==> src/rtl/sha_pkg.sv <==
// Shared SHA-256 types and constants: block/state word arrays, initial hash
// value, padding constants and the message padder state encoding.
package sha_pkg;

    typedef logic [0:15][31:0] sha_block_t;
    typedef logic [0:7][31:0]  sha_state_t;

    localparam sha_state_t H0 = {
        32'h6a09e667, 32'hbb67ae85, 32'h3c6ef372, 32'ha54ff53a,
        32'h510e527f, 32'h9b05688c, 32'h1f83d9ab, 32'h5be0cd19
    };

    localparam logic [7:0] SHA_PAD_BYTE    = 8'h80;
    localparam int         SHA_LEN_WORD_HI = 14;

    typedef enum logic [1:0] {
        ST_FILL = 2'd0,
        ST_PAD  = 2'd1,
        ST_PAD2 = 2'd2,
        ST_EMIT = 2'd3
    } sha_pad_state_e;

endpackage

==> src/rtl/sha_pad_word.sv <==
// Per-word byte masking for the message padder. On the final beat the bytes
// beyond the valid count are cleared and the 0x80 marker is dropped into the
// first free byte; with four valid bytes there is no room, so the marker
// spills into the following word.
module sha_pad_word
    import sha_pkg::*;
(
    input  logic [31:0] data,
    input  logic [2:0]  nbytes,
    input  logic        last,
    output logic [31:0] word,
    output logic        spill,
    output logic [2:0]  byte_cnt
);

    logic [31:0] keep_mask;
    logic [31:0] pad_bits;

    // Clamp the byte count, then build the keep mask and marker position
    always_comb begin
        byte_cnt = 3'd4;
        if (last && (nbytes < 3'd4)) begin
            byte_cnt = nbytes;
        end
        keep_mask = 32'hFFFF_FFFF;
        pad_bits  = 32'h0;
        case (byte_cnt)
            3'd0: begin
                keep_mask = 32'h0000_0000;
                pad_bits  = {SHA_PAD_BYTE, 24'h0};
            end
            3'd1: begin
                keep_mask = 32'hFF00_0000;
                pad_bits  = {8'h0, SHA_PAD_BYTE, 16'h0};
            end
            3'd2: begin
                keep_mask = 32'hFFFF_0000;
                pad_bits  = {16'h0, SHA_PAD_BYTE, 8'h0};
            end
            3'd3: begin
                keep_mask = 32'hFFFF_FF00;
                pad_bits  = {24'h0, SHA_PAD_BYTE};
            end
            default: begin
                keep_mask = 32'hFFFF_FFFF;
                pad_bits  = 32'h0;
            end
        endcase
        spill = last && (byte_cnt == 3'd4);
        word  = (data & keep_mask) | pad_bits;
    end

endmodule

==> src/rtl/sha_msg_padder.sv <==
// SHA-256 message padder: packs 32-bit big-endian words into 512-bit blocks,
// appends 0x80, zero fill and the 64-bit bit length, and flags the first and
// final block of each message for the downstream compression core.
// Optional build macro SHA_PAD_ABORT_EN adds an 'abort' input that cancels
// the current message and returns the padder to its post-reset state.
//
// Handshakes: a transfer happens on a posedge where valid && ready are both
// high. in_valid/in_data/in_last/in_bytes must hold until accepted;
// blk_valid, blk_W, blk_first and blk_last are held stable by the padder
// until accepted, and blk_valid never drops without acceptance.
module sha_msg_padder
    import sha_pkg::*;
#(
    parameter int LEN_W = 64
) (
    input  logic           clk,
    input  logic           reset,
`ifdef SHA_PAD_ABORT_EN
    input  logic           abort,
`endif
    input  logic           in_valid,
    output logic           in_ready,
    input  logic [31:0]    in_data,
    input  logic           in_last,
    input  logic [2:0]     in_bytes,
    output logic           blk_valid,
    input  logic           blk_ready,
    output sha_block_t     blk_W,
    output logic           blk_first,
    output logic           blk_last,
    output sha_pad_state_e dbg_state
);

    sha_pad_state_e    state_q;
    sha_pad_state_e    state_d;
    sha_block_t        blk_w_q;
    logic [3:0]        idx_q;
    logic [LEN_W-1:0]  bit_cnt_q;
    logic              first_q;
    logic              last_q;
    logic              pend_q;     // second (length-only) block still owed
    logic              pad2_80_q;  // second block starts with the 0x80 marker
    logic [3:0]        last_idx_q; // word index of the final data beat
    logic              spill_q;    // 0x80 marker belongs in the next word

    logic [31:0]       pw_word;
    logic              pw_spill;
    logic [2:0]        pw_bytes;
    logic [4:0]        pad_pos;
    logic [63:0]       len64;
    logic              abort_i;

`ifdef SHA_PAD_ABORT_EN
    assign abort_i = abort;
`else
    assign abort_i = 1'b0;
`endif

    sha_pad_word u_pad_word (
        .data     (in_data),
        .nbytes   (in_bytes),
        .last     (in_last),
        .word     (pw_word),
        .spill    (pw_spill),
        .byte_cnt (pw_bytes)
    );

    // Word index (0..16) where the 0x80 marker lands; 16 means next block
    assign pad_pos = {1'b0, last_idx_q} + {4'b0, spill_q};
    assign len64   = 64'(bit_cnt_q);

    // State register
    always_ff @(posedge clk or negedge reset) begin
        if (!reset) begin
            state_q <= ST_FILL;
        end else begin
            state_q <= state_d;
        end
    end

    // Next-state logic; abort overrides every handshake
    always_comb begin
        state_d = state_q;
        case (state_q)
            ST_FILL: begin
                if (in_valid) begin
                    if (in_last) begin
                        state_d = ST_PAD;
                    end else if (idx_q == 4'd15) begin
                        state_d = ST_EMIT;
                    end
                end
            end
            ST_PAD:  state_d = ST_EMIT;
            ST_PAD2: state_d = ST_EMIT;
            ST_EMIT: begin
                if (blk_ready) begin
                    state_d = pend_q ? ST_PAD2 : ST_FILL;
                end
            end
            default: state_d = ST_FILL;
        endcase
        if (abort_i) begin
            state_d = ST_FILL;
        end
    end

    // Outputs decoded from state; flags are only visible while presenting
    always_comb begin
        in_ready  = (state_q == ST_FILL);
        blk_valid = (state_q == ST_EMIT);
        blk_first = (state_q == ST_EMIT) && first_q;
        blk_last  = (state_q == ST_EMIT) && last_q;
        blk_W     = blk_w_q;
        dbg_state = state_q;
    end

    // Block assembly, bit counter and message bookkeeping
    always_ff @(posedge clk or negedge reset) begin
        if (!reset) begin
            blk_w_q    <= '0;
            idx_q      <= 4'd0;
            bit_cnt_q  <= '0;
            first_q    <= 1'b1;
            last_q     <= 1'b0;
            pend_q     <= 1'b0;
            pad2_80_q  <= 1'b0;
            last_idx_q <= 4'd0;
            spill_q    <= 1'b0;
        end else if (abort_i) begin
            blk_w_q    <= '0;
            idx_q      <= 4'd0;
            bit_cnt_q  <= '0;
            first_q    <= 1'b1;
            last_q     <= 1'b0;
            pend_q     <= 1'b0;
            pad2_80_q  <= 1'b0;
            last_idx_q <= 4'd0;
            spill_q    <= 1'b0;
        end else begin
            case (state_q)
                ST_FILL: begin
                    if (in_valid) begin
                        blk_w_q[idx_q] <= pw_word;
                        bit_cnt_q      <= bit_cnt_q + LEN_W'({pw_bytes, 3'b000});
                        idx_q          <= idx_q + 4'd1;
                        last_q         <= 1'b0;
                        if (in_last) begin
                            last_idx_q <= idx_q;
                            spill_q    <= pw_spill;
                        end
                    end
                end
                ST_PAD: begin
                    // Words past the data are already zero (cleared on accept)
                    if (spill_q && (pad_pos < 5'd16)) begin
                        blk_w_q[pad_pos[3:0]] <= {SHA_PAD_BYTE, 24'h0};
                    end
                    if (pad_pos < 5'(SHA_LEN_WORD_HI)) begin
                        blk_w_q[SHA_LEN_WORD_HI]     <= len64[63:32];
                        blk_w_q[SHA_LEN_WORD_HI + 1] <= len64[31:0];
                        last_q    <= 1'b1;
                        pend_q    <= 1'b0;
                        pad2_80_q <= 1'b0;
                    end else begin
                        last_q    <= 1'b0;
                        pend_q    <= 1'b1;
                        pad2_80_q <= (pad_pos == 5'd16);
                    end
                end
                ST_PAD2: begin
                    blk_w_q[0] <= pad2_80_q ? {SHA_PAD_BYTE, 24'h0} : 32'h0;
                    blk_w_q[SHA_LEN_WORD_HI]     <= len64[63:32];
                    blk_w_q[SHA_LEN_WORD_HI + 1] <= len64[31:0];
                    last_q    <= 1'b1;
                    pend_q    <= 1'b0;
                    pad2_80_q <= 1'b0;
                end
                ST_EMIT: begin
                    if (blk_ready) begin
                        blk_w_q <= '0;
                        idx_q   <= 4'd0;
                        first_q <= last_q;
                        if (last_q) begin
                            bit_cnt_q <= '0;
                        end
                    end
                end
                default: begin
                    idx_q <= 4'd0;
                end
            endcase
        end
    end

endmodule

==> config.mk <==
export PLATFORM = sky130hd
export DESIGN_NAME = sha_msg_padder
export DESIGN_NICKNAME = d
export VERILOG_FILES = /design/src/rtl/sha_pkg.sv /design/src/rtl/sha_pad_word.sv /design/src/rtl/sha_msg_padder.sv
export SDC_FILE = /design/constraint.sdc
export NUM_CORES = 1
export LEC_CHECK = 0
export ABC_AREA = 1
export BUFFER_PORTS_ARGS = -buffer_cell sky130_fd_sc_hd__buf_4
export CORE_MARGIN = 3
export CORE_UTILIZATION = 30
export CTS_BUF_LIST = sky130_fd_sc_hd__clkbuf_4 sky130_fd_sc_hd__clkbuf_8
export CTS_CLUSTER_SIZE = 14
export DETAILED_ROUTE_END_ITERATION = 7
export PLACE_DENSITY = 0.61
export SLEW_MARGIN = 30
export SYNTH_ARGS = -nofsm -noshare
export SYNTH_HDL_FRONTEND = slang
export SYNTH_HIERARCHICAL = 1
export SYNTH_SLANG_ARGS = --single-unit
==> constraint.sdc <==
create_clock -name clk -period 3 [get_ports clk]
set_clock_uncertainty 0.2 [all_clocks]
set_input_delay 0.6 -clock clk [delete_from_list [all_inputs] [get_ports clk]]
set_output_delay 0.6 -clock clk [all_outputs]
set_load 0.01 [all_outputs]
======== Word-level counts from Yosys, hierarchy flattened ========
Index checks and enable logic that the tools add are counted.
word-level totals
  flip-flop bits (word level) ............. 591
  latch bits .............................. 0
  bits in writable memories ............... 0
  ROM bits ................................ 0
  bits of input ports ..................... 40
  output and inout bits ................... 518
  logic and storage cells ................. 116
  memories kept ........................... 0
operators by class
  $add $sub $neg .......................... 3
  multiply operators ...................... 0
  divide/modulo/power cells ............... 0
  order comparisons ....................... 7
  equality and inequality tests ........... 15
  shift operators ......................... 0
  mux-type cells .......................... 36
  bitwise operators ....................... 7
  reductions and logical operators ........ 23
operators with widths
  kind                                                                           count
  512-bit 2-to-1 mux                                                             3
  416-bit case mux with 3 select lines                                           1
  512-bit bitwise mux                                                            1
  496-bit AND                                                                    1
  496-bit NOT                                                                    1
  32-bit case mux with 4 select lines                                            3
  32-bit demux with 4-bit select                                                 2
  64-bit 2-to-1 mux                                                              4
  64-bit case mux with 4 select lines                                            1
  64-bit case mux with 2 select lines                                            1
  32-bit 2-to-1 mux                                                              3
  64-bit by 6-bit adder with 64-bit output                                       1
  32-bit AND                                                                     1
  32-bit bitwise OR                                                              1
  16-bit bitwise OR                                                              1
  3-bit AND reduction                                                            5
  5-bit >= comparator (second input constant)                                    2
  5-bit by 1-bit less-than comparator with 1-bit output (second input constant)  2
  2-bit 2-to-1 mux                                                               5
  4-bit NOT with 5-bit output                                                    2
  4-bit 2-to-1 mux                                                               2
  4-bit case mux with 2 select lines                                             1
  4-bit AND reduction                                                            2
  1-bit logical AND                                                              7
  other kinds (27)                                                               38

======== Longest topological paths before layout ========
  depth after elaboration ................. 11
  gate-level depth with buffers ........... 15
  mapped depth without buffers ............ 15

======== By module ========
The synthesis kept the hierarchy.
modules (own cells, without submodules)
  module          times used  cells an instance  area an instance (sq um)  seq. area each (sq um)
  sha_msg_padder  1           3501               28397.2                   14715.4
  sha_pad_word    1           80                 315.3                     0.0

======== Worst setup path before layout ========
OpenSTA, ideal clock, no wires.
  kind .................................... input to register
  start ................................... in in_bytes[2]
  end ..................................... reg bit_cnt_q[31]
  setup time .............................. 132 ps
  arrival time ............................ 2421 ps
  required time ........................... 2668 ps
  path slack .............................. 247 ps
  stages .................................. 13
  buffers on the path ..................... 0
  path through ............................ inv_1 nand2_1 nor2_1 ha_1 fa_1 nand2_1 a21oi_2 nand2_1 nor2_4 nand3_1 nor2_1 xor2_1 nor2_1
on the way
  longest elaborated chain between the ends .. 6
RTL lines
  item                                          line                   source
  start, declared                               sha_msg_padder.sv:25   input logic [2:0] in_bytes,
  3-bit less-than comparator                    sha_pad_word.sv:22     if (last && (nbytes < 3'd4)) begin
  1-bit logical AND                             sha_pad_word.sv:22
  3-bit 2-to-1 mux (*)                          sha_pad_word.sv:22
  named net pw_bytes[2]                         sha_msg_padder.sv:48   logic [2:0] pw_bytes;
  64-bit by 6-bit adder with 64-bit output (*)  sha_msg_padder.sv:145  bit_cnt_q <= bit_cnt_q + LEN_W'({pw_bytes, 3'b000});
  64-bit 2-to-1 mux (*)                         sha_msg_padder.sv:143  if (in_valid) begin
  64-bit case mux with 2 select lines (*)       sha_msg_padder.sv:141  case (state_q)
  end signal, assigned                          sha_msg_padder.sv:145
  end, declared                                 sha_msg_padder.sv:38   logic [LEN_W-1:0] bit_cnt_q;
The timed path passes the listed nets; every way through them passes the cells marked *. The select of a mux whose other input is x is not followed.
A chain may end at the register's enable or synchronous reset.

======== Worst setup path in the final report ========
  start ................................... reg state_q[0], in the netlist dbg_state[0]
  end ..................................... out in_ready
on the way
  longest elaborated chain between the ends .. 1
RTL lines
  item                    line                   source
  start, declared         sha_msg_padder.sv:34   sha_pad_state_e state_q;
  start signal, assigned  sha_msg_padder.sv:77   state_q <= state_d;
  2-bit zero test         sha_msg_padder.sv:110  in_ready = (state_q == ST_FILL);
  end, declared           sha_msg_padder.sv:22   output logic in_ready,
Every way passes these cells.

==> impl_results.md <==
* VDD IR max at about 0.00095 V
* Final worst path period share at 0.961
* Worst rel slew slack at 0.500
* CTS clk-pin slew, worst paths at 0.06 ns
* Worst slack, placed at ~0.027 ns
* Gr usage total at 0.271
* Vias at ~29000
* Leak at 18.1 nW
* Fmax at approximately 0.35 GHz
* # nets final at between 4000 and 5000
* Area growth from synthesis to layout at 32.9%
* WL per Instance at between 20 and 25 um
* I/O Pins at between 500 and 600
* First-pass GRT wire length at ~200000 um
* CP Capture Type: output port
* Yosys top cell area share at 0.512
* CP max FO at 20
* Fin. Hold Viols at 0
* Initial core utilization at 0.305
* Post-Syn Instances at approximately 3600
* Sequential-to-total area share from yosys stat at 0.513
* Slew @ Worst Pin at approximately 0.75 ns
* Ys flop type: dfrtp_1
* Syn Area/Cell at 8.02 um2
* PnR worst setup slack at between 0.1 and 0.15 ns
* Hold Crit Depth at 4
* Unrepaired setup endpoints after global routing: true
* DP Area at 35400 um2
* Fin Hold WS at about 0.10 ns
* Cell row count at 112
* Finished layout cell area at roughly 38000 um2
* Detailed Place HPWL at 98700 um
* Worst EP arrival at 2.08 ns
* Number of synthesized flops with an enable pin at 0
* Tmin final at just under 3 ns
* Clock sink count at approximately 590
* DR pass1 iterations at 6
* Most common cell in the netlist: nand2_1
* Remaining global-route overflow at 0
* Library cells used by synthesis at between 50 and 60
* Reg2reg end: blk_W[79]
* Core Footprint at 94200 um2
* Final Wtd Congestion at around 1.0
* Die W at ~320 um
* Final setup fails at 0
* Post-synth net total at 3638
* FFs w/ async S/R, synth at 1.00
* Max-Cap Viols at 0
* CTS tree: built
* Clock tree buffer depth at 3
* CTS HTree Levels at 3
* Fin util at 0.405
* Largest net degree at the start of global routing at 84
* Vias in the first global route at between 20000 and 30000
* Starting DRT DRC Count at roughly 3200
* DRT antenna net count at 0
* IO buf count at between 500 and 600
* Clock Tree Root: clkbuf_8
* WHS Endpoint: spill_q
* Post-route DRC at 0
* Power Dens Cells at between 800 and 900 nW/um2
* Die Footprint at between 90000 and 100000 um2
* TNS Setup at 0 ns
* Crit path kind: flip-flop to output port
* R2r setup slk at 0.20 ns
* Min-delay src: in_bytes[2]
* Num CTS Buffers at roughly 110
* Layout cells sized above 1 at 0.256
* Vias per inst at between 5 and 6
* Synth Warn # at 6
* Initial antenna violation count at 7
* Die Y at ~320 um
* Status: complete, no violations
* CP Launch Type: flip-flop
* Synth top area cells: dfrtp_1 51%, nand2_1 13%, o21ai_0 7.8%
* Worst-Skew Late Latency at ~0.8 ns
* Synth top cells by count: 1010 x nand2_1, 587 x dfrtp_1, 449 x o21ai_0
* Postcts setup bufs at 0
* Final Max Tran Viols at 0
* Largest area contributor in the netlist: dfrtp_1
* WL final at 138000 um
* RR Startpoint: spill_q
* Worst path required time at 2.20 ns
* Cells on worst reg2reg path at 11
* Worst Hold Class: input pin to flip-flop
* Seq cells post-synth at about 590
* Post-synthesis instance area at ~29000 um2
stage by stage:
stage | std cells | power [mW]
2_1_floorplan | 3581 | 17.3
3_3_place_gp | 5336 | 24.3
3_5_place_dp | 5337 | 24.5
4_1_cts | 5537 | 34.2
5_1_grt | 5538 | 35.6
6_report | 5538 | 34.1
worst max path at each step:
| stage | end | from |
|---|---|---|
| 2_1_floorplan | bit_cnt_q[31] | in_bytes[2] |
| 4_1_cts | in_ready | dbg_state[0] |
| 5_1_grt | blk_last | dbg_state[1] |
| 3_5_place_dp | bit_cnt_q[55] | in_bytes[2] |
| 6_report | in_ready | dbg_state[0] |
| 3_3_place_gp | bit_cnt_q[55] | in_bytes[2] |
flip-flops by register name, indices dropped and copies added (netlist names), 2 cells and up:
| register | flops |
|---|---|
| blk_W | 512 |
| bit_cnt_q | 61 |
| idx_q | 4 |
| last_idx_q | 4 |
| dbg_state | 2 |
cells by family (layout without fill, tap and decap cells):
group,Yosys count,in the layout,share of synthesized area
and+or+nand+nor,1475,1475,0.211
AOI/OAI and AO/OA,823,823,0.170
buffers and inverters,671,1373,0.0971
DFF,588,588,0.513
adders and majority gates,17,17,0.00767
xor gates and xnor gates,6,6,0.00209
muxes,1,1,0.000392
other,0,1,0
metal layers:
layer,vias to the layer above,track usage,part of all wire
met2,1614,0.422,0.45
li1,12872,-,-
met1,13988,0.350,0.40
met4,0,0.117,0.047
met3,287,0.0807,0.11
met5,-,0,0
cells in the final DEF, fill, tap and decap left out, drive strengths merged, types with 2 or more instances in the layout:
cell type,netlist,layout
o21bai,4,4
clkinv,0,19
nand2,1020,1020
nor3b,2,2
o211ai,22,22
dlygate4sd3,0,4
bufinv,0,14
ha,16,16
or2,2,2
nand3,168,168
o22ai,190,190
a21oi,34,34
nor2,195,195
o21ai,536,536
a31oi,5,5
nor3,28,28
buf,82,743
a22oi,3,3
a32oi,12,12
nand4,55,55
inv,430,433
o21a,14,14
dfrtp,587,587
clkbuf,159,156
clkinvlp,0,3
xor2,5,5
what timing repair did:
action                                 4_1_cts  5_1_grt
pin swaps                                    0        0
hold buffers                                 4        0
gates cloned                                 1        0
endpoints found under the hold margin      128        0
setup endpoints to repair                    1        3
gates resized for setup                      7        3
cell type report:
| type | instances | area, um2 |
|---|---|---|
| fillers | 9561 | 56000 |
| flip-flops and latches | 588 | 14700 |
| multi-input cells | 2322 | 11400 |
| repair buffers | 748 | 6200 |
| clock buffers | 156 | 1970 |
| inverters | 430 | 1610 |
| well taps | 1254 | 1570 |
| clock inverters | 39 | 684 |
| diodes | 1 | 2.50 |
report_power, final:
part | switching, mW | leakage, nW | total [mW] | internal (mW)
logic | 10.2 | 8.59 | 14.4 | 4.28
clock network | 3.91 | 1.37 | 9.42 | 5.51
registers | 1.19 | 8.13 | 10.3 | 9.09
total | 15.3 | 18.1 | 34.1 | 18.9
critical path: stages (launching register included):
cell	delay (ns)
dfrtp_1	0.44
inv_2	0.12
ha_4	0.22
buf_12	0.18
buf_12	0.18
buf_4	0.14
No activity file was read; power rests on OpenSTA's default activity.
